==> config.mk <==
export PLATFORM = sky130hd
export DESIGN_NAME = mem_port_arbiter_flat
export DESIGN_NICKNAME = d
export VERILOG_FILES = /design/src/rtl/mem_port_arbiter_if.sv /design/src/rtl/mem_port_arbiter.sv /design/src/flat_wrapper.sv
export SDC_FILE = /design/constraint.sdc
export NUM_CORES = 1
export LEC_CHECK = 0
export CORE_ASPECT_RATIO = 0.8
export CORE_MARGIN = 2
export CORE_UTILIZATION = 41
export DETAILED_ROUTE_END_ITERATION = 7
export PLACE_DENSITY = 0.81
export SYNTH_ARGS = -nofsm -noshare
export SYNTH_HDL_FRONTEND = slang
export SYNTH_SLANG_ARGS = --single-unit
==> constraint.sdc <==
create_clock -name clk -period 2.1 [get_ports clk]
set_input_delay 0.21 -clock clk [delete_from_list [all_inputs] [get_ports clk]]
set_output_delay 0.21 -clock clk [all_outputs]
set_load 0.1 [all_outputs]
==> src/rtl/mem_port_arbiter_if.sv <==
// rtl/mem_port_arbiter_if.sv - requester, memory and perf signals of the fetch/data memory port arbiter
interface mem_port_arbiter_if #(
    parameter int ADDR_W = 32,
    parameter int DATA_W = 32
);
    logic              if_req;
    logic [ADDR_W-1:0] if_addr;
    logic              if_done;
    logic [DATA_W-1:0] if_rdata;
    logic              if_stall;

    logic              dm_req;
    logic              dm_we;
    logic [ADDR_W-1:0] dm_addr;
    logic [DATA_W-1:0] dm_wdata;
    logic              dm_done;
    logic [DATA_W-1:0] dm_rdata;
    logic              dm_stall;

    logic              mem_en;
    logic              mem_we;
    logic [ADDR_W-1:0] mem_addr;
    logic [DATA_W-1:0] mem_wdata;
    logic [DATA_W-1:0] mem_rdata;

    logic [15:0]       perf_if_wait;
    logic [15:0]       perf_dm_wait;

    modport slave (
        input  if_req, if_addr, dm_req, dm_we, dm_addr, dm_wdata, mem_rdata,
        output if_done, if_rdata, if_stall, dm_done, dm_rdata, dm_stall,
        output mem_en, mem_we, mem_addr, mem_wdata, perf_if_wait, perf_dm_wait
    );

    modport master (
        output if_req, if_addr, dm_req, dm_we, dm_addr, dm_wdata, mem_rdata,
        input  if_done, if_rdata, if_stall, dm_done, dm_rdata, dm_stall,
        input  mem_en, mem_we, mem_addr, mem_wdata, perf_if_wait, perf_dm_wait
    );
endinterface

==> src/rtl/mem_port_arbiter.sv <==
// rtl/mem_port_arbiter.sv - fetch/data single-port memory arbiter; MEM_ARB_PERF_CNT_EN builds stall counters
module mem_port_arbiter #(
    parameter int ADDR_W     = 32,
    parameter int DATA_W     = 32,
    parameter int MEM_LAT    = 2,
    parameter int STARVE_MAX = 4
) (
    input  logic              clk,
    input  logic              reset,
    mem_port_arbiter_if.slave io_bus
);
    localparam int LAT_W = $clog2(MEM_LAT + 1);
    localparam int STV_W = $clog2(STARVE_MAX + 1);

    typedef enum logic [1:0] {IDLE, BUSY_IF, BUSY_DM} state_t;

    state_t             r_state;
    state_t             w_state_nxt;
    logic [LAT_W-1:0]   r_lat_cnt;
    logic [STV_W-1:0]   r_starve;
    logic               r_mem_en;
    logic               r_mem_we;
    logic [ADDR_W-1:0]  r_mem_addr;
    logic [DATA_W-1:0]  r_mem_wdata;
    logic [DATA_W-1:0]  r_if_rdata;
    logic [DATA_W-1:0]  r_dm_rdata;
    logic               w_force_if;
    logic               w_grant_dm;
    logic               w_grant_if;
    logic               w_if_done;
    logic               w_dm_done;

    assign w_force_if = io_bus.if_req && (r_starve == STV_W'(STARVE_MAX));
    assign w_grant_dm = (r_state == IDLE) && io_bus.dm_req && !w_force_if;
    assign w_grant_if = (r_state == IDLE) && io_bus.if_req && !w_grant_dm;

    always_ff @(posedge clk) begin
        if (reset) r_state <= IDLE;
        else       r_state <= w_state_nxt;
    end

    always_comb begin
        w_state_nxt = r_state;
        case (r_state)
            IDLE: begin
                if (w_grant_dm)      w_state_nxt = BUSY_DM;
                else if (w_grant_if) w_state_nxt = BUSY_IF;
            end
            BUSY_IF, BUSY_DM: if (r_lat_cnt == '0) w_state_nxt = IDLE;
            default:          w_state_nxt = IDLE;
        endcase
    end

    // A reset landing on the done cycle must still suppress the pulse.
    always_comb begin
        w_if_done = 1'b0;
        w_dm_done = 1'b0;
        if (!reset && r_lat_cnt == '0) begin
            w_if_done = (r_state == BUSY_IF);
            w_dm_done = (r_state == BUSY_DM);
        end
    end

    always_ff @(posedge clk) begin
        if (reset) begin
            r_lat_cnt   <= '0;
            r_starve    <= '0;
            r_mem_en    <= 1'b0;
            r_mem_we    <= 1'b0;
            r_mem_addr  <= '0;
            r_mem_wdata <= '0;
            r_if_rdata  <= '0;
            r_dm_rdata  <= '0;
        end else begin
            r_mem_en <= w_grant_dm || w_grant_if;
            if (w_grant_dm || w_grant_if) begin
                r_mem_we    <= w_grant_dm && io_bus.dm_we;
                r_mem_addr  <= w_grant_dm ? io_bus.dm_addr : io_bus.if_addr;
                r_mem_wdata <= w_grant_dm ? io_bus.dm_wdata : '0;
                r_lat_cnt   <= LAT_W'(MEM_LAT);
            end else if (r_lat_cnt != '0) begin
                r_lat_cnt <= r_lat_cnt - 1'b1;
            end
            if (w_if_done) r_if_rdata <= io_bus.mem_rdata;
            if (w_dm_done) r_dm_rdata <= r_mem_we ? '0 : io_bus.mem_rdata;
            if (w_grant_if || !io_bus.if_req)
                r_starve <= '0;
            else if (w_grant_dm && r_starve != STV_W'(STARVE_MAX))
                r_starve <= r_starve + 1'b1;
        end
    end

    assign io_bus.mem_en    = r_mem_en;
    assign io_bus.mem_we    = r_mem_we;
    assign io_bus.mem_addr  = r_mem_addr;
    assign io_bus.mem_wdata = r_mem_wdata;
    assign io_bus.if_done   = w_if_done;
    assign io_bus.dm_done   = w_dm_done;
    assign io_bus.if_rdata  = w_if_done ? io_bus.mem_rdata : r_if_rdata;
    assign io_bus.dm_rdata  = w_dm_done ? (r_mem_we ? '0 : io_bus.mem_rdata) : r_dm_rdata;
    assign io_bus.if_stall  = io_bus.if_req && !w_if_done;
    assign io_bus.dm_stall  = io_bus.dm_req && !w_dm_done;

`ifdef MEM_ARB_PERF_CNT_EN
    logic [15:0] r_perf_if_wait;
    logic [15:0] r_perf_dm_wait;

    always_ff @(posedge clk) begin
        if (reset) begin
            r_perf_if_wait <= '0;
            r_perf_dm_wait <= '0;
        end else begin
            if (io_bus.if_stall && r_perf_if_wait != 16'hFFFF) r_perf_if_wait <= r_perf_if_wait + 16'd1;
            if (io_bus.dm_stall && r_perf_dm_wait != 16'hFFFF) r_perf_dm_wait <= r_perf_dm_wait + 16'd1;
        end
    end

    assign io_bus.perf_if_wait = r_perf_if_wait;
    assign io_bus.perf_dm_wait = r_perf_dm_wait;
`else
    assign io_bus.perf_if_wait = '0;
    assign io_bus.perf_dm_wait = '0;
`endif
endmodule

==> src/flat_wrapper.sv <==
// flat-port wrapper written by rule: the top's interface ports become plain ports
module mem_port_arbiter_flat 
#(
    parameter int ADDR_W     = 32,
    parameter int DATA_W     = 32,
    parameter int MEM_LAT    = 2,
    parameter int STARVE_MAX = 4
)
  (clk, reset, io_bus_if_req, io_bus_if_addr, io_bus_dm_req, io_bus_dm_we, io_bus_dm_addr, io_bus_dm_wdata, io_bus_mem_rdata, io_bus_if_done, io_bus_if_rdata, io_bus_if_stall, io_bus_dm_done, io_bus_dm_rdata, io_bus_dm_stall, io_bus_mem_en, io_bus_mem_we, io_bus_mem_addr, io_bus_mem_wdata, io_bus_perf_if_wait, io_bus_perf_dm_wait);
  mem_port_arbiter_if #(.ADDR_W(ADDR_W), .DATA_W(DATA_W)) io_bus_i ();
  input  logic clk;
  input  logic reset;
  input wire logic [$bits(io_bus_i.if_req)-1:0] io_bus_if_req;
  input wire logic [$bits(io_bus_i.if_addr)-1:0] io_bus_if_addr;
  input wire logic [$bits(io_bus_i.dm_req)-1:0] io_bus_dm_req;
  input wire logic [$bits(io_bus_i.dm_we)-1:0] io_bus_dm_we;
  input wire logic [$bits(io_bus_i.dm_addr)-1:0] io_bus_dm_addr;
  input wire logic [$bits(io_bus_i.dm_wdata)-1:0] io_bus_dm_wdata;
  input wire logic [$bits(io_bus_i.mem_rdata)-1:0] io_bus_mem_rdata;
  output wire logic [$bits(io_bus_i.if_done)-1:0] io_bus_if_done;
  output wire logic [$bits(io_bus_i.if_rdata)-1:0] io_bus_if_rdata;
  output wire logic [$bits(io_bus_i.if_stall)-1:0] io_bus_if_stall;
  output wire logic [$bits(io_bus_i.dm_done)-1:0] io_bus_dm_done;
  output wire logic [$bits(io_bus_i.dm_rdata)-1:0] io_bus_dm_rdata;
  output wire logic [$bits(io_bus_i.dm_stall)-1:0] io_bus_dm_stall;
  output wire logic [$bits(io_bus_i.mem_en)-1:0] io_bus_mem_en;
  output wire logic [$bits(io_bus_i.mem_we)-1:0] io_bus_mem_we;
  output wire logic [$bits(io_bus_i.mem_addr)-1:0] io_bus_mem_addr;
  output wire logic [$bits(io_bus_i.mem_wdata)-1:0] io_bus_mem_wdata;
  output wire logic [$bits(io_bus_i.perf_if_wait)-1:0] io_bus_perf_if_wait;
  output wire logic [$bits(io_bus_i.perf_dm_wait)-1:0] io_bus_perf_dm_wait;
  assign io_bus_i.if_req = io_bus_if_req;
  assign io_bus_i.if_addr = io_bus_if_addr;
  assign io_bus_i.dm_req = io_bus_dm_req;
  assign io_bus_i.dm_we = io_bus_dm_we;
  assign io_bus_i.dm_addr = io_bus_dm_addr;
  assign io_bus_i.dm_wdata = io_bus_dm_wdata;
  assign io_bus_i.mem_rdata = io_bus_mem_rdata;
  assign io_bus_if_done = io_bus_i.if_done;
  assign io_bus_if_rdata = io_bus_i.if_rdata;
  assign io_bus_if_stall = io_bus_i.if_stall;
  assign io_bus_dm_done = io_bus_i.dm_done;
  assign io_bus_dm_rdata = io_bus_i.dm_rdata;
  assign io_bus_dm_stall = io_bus_i.dm_stall;
  assign io_bus_mem_en = io_bus_i.mem_en;
  assign io_bus_mem_we = io_bus_i.mem_we;
  assign io_bus_mem_addr = io_bus_i.mem_addr;
  assign io_bus_mem_wdata = io_bus_i.mem_wdata;
  assign io_bus_perf_if_wait = io_bus_i.perf_if_wait;
  assign io_bus_perf_dm_wait = io_bus_i.perf_dm_wait;
  mem_port_arbiter #(.ADDR_W(ADDR_W), .DATA_W(DATA_W), .MEM_LAT(MEM_LAT), .STARVE_MAX(STARVE_MAX)) u_core (.clk(clk), .reset(reset), .io_bus(io_bus_i));
endmodule
# == Word-level counts from Yosys, hierarchy flattened ==
# Index checks and enable logic that the tools add are counted.
# totals
ff_bits,137
out_inout_bits,166
word_cells,57
input_bits,133
# op_classes
mux,13
eq_ne,6
n_addsub,2
n_reduce_logical,26
# op_table
op,n
32-bit 2-to-1 mux,5
1-bit logical AND,10
2-bit 2-to-1 mux,5
1-bit zero test,6
2-bit OR reduction,3
2-bit zero test,2
2-bit one-hot mux with 2 select lines,1
2-bit nonzero test,2
3-bit by 1-bit adder with 3-bit output (second input constant),1
3-bit == test (second input constant),1
3-bit by 1-bit != test with 1-bit output (second input constant),1
3-bit != test (second input constant),1
2-bit by 1-bit == test with 1-bit output (second input constant),1
2-bit == test (second input constant),1
1-bit logical OR,2
1-bit 2-to-1 mux,2
2-bit by 1-bit != test with 1-bit output (second input constant),1
2-bit AND reduction,1
2-bit by 1-bit subtractor with 2-bit output (second input constant),1

# == Depth between registers and ports, before layout ==
# logic_depth
word_depth,9
ltp_mapped,8
ltp_nobuf,6

# == Worst setup path after synthesis ==
# Ideal clock, no wire load.
# synth_path
path_type,reg-to-output
from,register u_core.r_state[0]
to,output io_bus_dm_stall
t_required_ps,1890
arrival_ps,2323
setup_slack_ps,-433
n_path_buf,2
stages_incl_launch_ff,8
path_cell_list,dfxtp_1 -> inv_1 -> ha_1 -> or4b_1 -> buf_6 -> inv_8 -> buf_12 -> nor2_1
# synth_between
elab_chain_len,4
# synth_rtl
element,line_no,source
start: declaration,mem_port_arbiter.sv:17,state_t r_state;
start signal: assignment,mem_port_arbiter.sv:39,else r_state <= w_state_nxt;
2-bit == test,mem_port_arbiter.sv:60,w_dm_done = (r_state == BUSY_DM);
1-bit 2-to-1 mux,mem_port_arbiter.sv:58,if (!reset && r_lat_cnt == '0) begin
named net io_bus_dm_done,flat_wrapper.sv:23,output wire logic [$bits(io_bus_i.dm_done)-1:0] io_bus_dm_done;
1-bit zero test,mem_port_arbiter.sv:102,assign io_bus.dm_stall = io_bus.dm_req && !w_dm_done;
1-bit logical AND,mem_port_arbiter.sv:102,
end: declaration,flat_wrapper.sv:25,output wire logic [$bits(io_bus_i.dm_stall)-1:0] io_bus_dm_stall;
# The timed path passes the listed nets, and every way through them passes these cells.

# == Final worst setup path ==
# layout_path
from,register u_core.r_state[0]
to,output io_bus_dm_rdata[14]
# layout_between
elab_chain_len,3
# layout_rtl
element,line_no,source
2-bit == test,mem_port_arbiter.sv:60,
1-bit 2-to-1 mux,mem_port_arbiter.sv:58,
32-bit 2-to-1 mux,mem_port_arbiter.sv:100,assign io_bus.dm_rdata = w_dm_done ? (r_mem_we ? '0 : io_bus.mem_rdata) : r_dm_rdata;
end: declaration,flat_wrapper.sv:24,output wire logic [$bits(io_bus_i.dm_rdata)-1:0] io_bus_dm_rdata;
# No other way between the ends.

==> impl_metrics.json <==
{
  "path_buf_inv": 4,
  "htreeDepth": 4,
  "clockBufferDepth": 2,
  "grt_max_degree": 61,
  "rows": 40,
  "fin_nets": 1069,
  "cp_top_family": "simple AND/OR/NAND/NOR gates",
  "ys.flop_type": "dfxtp_1",
  "skew_ns": 0.009448,
  "syn_area_um2": 6183,
  "dp.cells": 1044,
  "path_clk_slew_ns": 0.06,
  "tns_ns": -14.20,
  "drtIter0Drc": 319,
  "switching_share_pct": 40.56,
  "maxCapViolations": 0,
  "drtPass1Iterations": 5,
  "num_antenna_cells": 0,
  "startpoint_type": "register",
  "place_congestion": 0.7904,
  "cp_data_arrival_time_ns": 2.19,
  "vias": 6070,
  "synth-edff-count": 0,
  "dp_hpwl_um": 12480,
  "postRouteAntennaNets": 0,
  "fmax_mhz": 417.3,
  "p_clk_share_pct": 30.7,
  "clock_latency_ns": 0.42,
  "grt.overflow.total": 0,
  "status": "finished with violations",
  "end_kind": "output port",
  "die_h_um": 113.8,
  "grt_pass1_vias": 5839,
  "cp_slowest_stage_delay_ns": 0.49,
  "portBuffers": 266,
  "synth-seq-cells": 137,
  "finalSetupViolations": 67,
  "cts_sinks": 137,
  "powerDensity_nw_per_um2": 838.6,
  "wire_per_inst_um": 20.29,
  "pin_count": 299,
  "drc": 0,
  "netlist_instances": 627,
  "path_class": "reg2out",
  "routed_wl_um": 22990,
  "cp_cell_sequence": "inv_2 > ha_4 > or4b_4 > buf_16 > inv_16 > nand3b_2 > nand2_2 > buf_12",
  "cp_max_fo": 8,
  "rsz0062_at_grt": "yes",
  "timing.final.crit_share_pct": 114.1,
  "slowest_stage": "or4b_4",
  "synth_seq_area_share_pct": 44.35,
  "die_area_um2": 16090,
  "violations": "negative setup slack",
  "final_cell_mix": "dfxtp_1 (134), clkdlybuf4s50_1 (131), buf_4 (118)",
  "antenna_found_initial": 0,
  "power_frac_comb_pct": 39.0,
  "power_switching_uw": 3906,
  "cts_buffers": 17,
  "core_um2": 14860,
  "start_util_pct": 41.60,
  "tightest_slew_ns": 0.7264,
  "fin_ws_ns": -0.2961,
  "area_growth_pct": 85.71,
  "synth_cell_type_count": 43,
  "track_usage_pct": 25.90,
  "cts_tree": "built",
  "slew_viol_final": 0,
  "mostFrequentLayoutCell": "dfxtp_1",
  "static-leakage-power_uw": 0.004985,
  "required_ns": 1.89,
  "hold_violations": 0,
  "grt_pass1_wl_um": 32460,
  "nFillCells": 873,
  "p_int_uw": 5723,
  "layout-drive-gt1-share_pct": 43.96,
  "cts-root-buf": "clkbuf_16",
  "ys_warn_count": 0,
  "chipWidth_um": 141.3,
  "max_slew_margin_pct": 51.57,
  "fin_crit_ns": 2.396,
  "avgViaCountPerCell": 5.357,
  "syn_avg_cell_area_um2": 9.862,
  "async_reset_ff_share_pct": 0,
  "ir_drop_v": 0.0006497,
  "hold_class": "in2reg",
  "power_frac_seq_pct": 30.3,
  "layout.cells.non_filler": 1133
}
## power groups by stage
stage | clock network (µW) | logic [µW] | registers (µW)
after floorplan | 0 | 1450 | 3960
after global placement | 0 | 3420 | 2940
after detailed placement | 0 | 3440 | 2940
after CTS | 2980 | 3670 | 2910
after global routing | 3100 | 3880 | 2940
final | 2960 | 3750 | 2920
## cell usage after synthesis, types with 7 or more instances
master / count / area, µm²
a21oi_1: 7 / 35.03
a21oi_2: 28 / 245.2
a22o_1: 33 / 289.0
and2_1: 33 / 206.5
buf_1: 7 / 26.28
buf_2: 9 / 45.04
buf_4: 32 / 240.2
clkbuf_1: 36 / 135.1
dfxtp_1: 137 / 2743
inv_1: 7 / 26.28
mux2_2: 27 / 304.0
nand2_1: 69 / 259.0
nand3_1: 64 / 320.3
nand3b_2: 25 / 281.5
o2111ai_1: 33 / 289.0
o211ai_1: 32 / 240.2
## final timing paths
| path | end | start | cells after the start | slack (ns) |
|---|---|---|---|---|
| hold / removal | u_core.r_state[0] | reset | 3 | 0.22 |
| setup reg to reg | u_core.io_bus.mem_wdata[7] | u_core.r_state[0] | 9 | 0.14 |
| setup / recovery | io_bus_dm_rdata[14] | u_core.r_state[0] | 8 | -0.30 |
| hold reg to reg | u_core.r_dm_rdata[31] | u_core.r_dm_rdata[31] | 2 | 0.47 |
## worst min-delay path, cell delays in order
cell and delay [ns]:
buf_2 0.15, buf_4 0.17, a221oi_1 0.06
## sequential cells by signal (all words and copies together), names as in the netlist
| signal | flops |
|---|---|
| u_core.r_dm_rdata | 32 |
| u_core.r_lat_cnt | 2 |
| u_core.io_bus.mem_we | 1 |
| u_core.io_bus.mem_wdata | 32 |
| u_core.r_if_rdata | 32 |
| u_core.io_bus.mem_addr | 32 |
| u_core.r_state | 2 |
| u_core.io_bus.mem_en | 1 |
| u_core.r_starve | 3 |
## final cells by class
type / instances / area (µm²) / area share (%)
Timing Repair Buffer: 340 / 3979 / 34.65
Multi-Input combinational cell: 422 / 3789 / 32.99
Sequential cell: 137 / 2749 / 23.94
Clock buffer: 20 / 456.7 / 3.977
Tap cell: 189 / 236.5 / 2.059
Clock inverter: 12 / 123.9 / 1.079
Timing Repair inverter: 5 / 92.59 / 0.8063
Inverter: 8 / 57.56 / 0.5012
## kinds of logic after synthesis
group	synth area share [%]
AOI/OAI and AO/OA	18.84
other	0.06065
DFF	44.35
muxes	5.828
adders and majority gates	1.012
buffers and inverters	9.531
and+or+nand+nor	20.38
## layer usage
layer  wire (µm)  global-route usage, %  share of wire, %  up-vias
li1            -                      -                 -     2831
met1        9370                  32.38                41     2957
met2       11750                  44.05                51      247
met3        1384                  6.633               6.0       35
met4         486                  8.200               2.1        0
met5           0                      0                 0        -
## stage by stage
| stage | hold slack (ns) | instance area (µm²) | worst slack (ns) | power (µW) | utilization (%) |
|---|---|---|---|---|---|
| 3_5_place_dp | 0.4656 | 9534 | -0.04600 | 6384 | 64.14 |
| 4_1_cts | 0.1863 | 11020 | -0.2614 | 9554 | 74.12 |
| 2_1_floorplan | 0.3356 | 6421 | -0.07765 | 5402 | - |
| 6_report | 0.2156 | 11480 | -0.2961 | 9630 | 77.26 |
| 3_3_place_gp | 0.4633 | 9534 | 0.03696 | 6353 | 64.14 |
| 5_1_grt | 0.2036 | 11480 | -0.3632 | 9918 | 77.26 |
## repair_timing
| action | 4_1_cts | 5_1_grt |
|---|---|---|
| hold buffers | 0 | 0 |
| pin swaps | 39 | 10 |
| endpoints found under the setup margin | 66 | 69 |
| buffers inserted | 34 | 11 |
| resized for setup | 114 | 63 |
| gates cloned | 7 | 5 |
No activity file was read; power rests on OpenSTA's default activity.
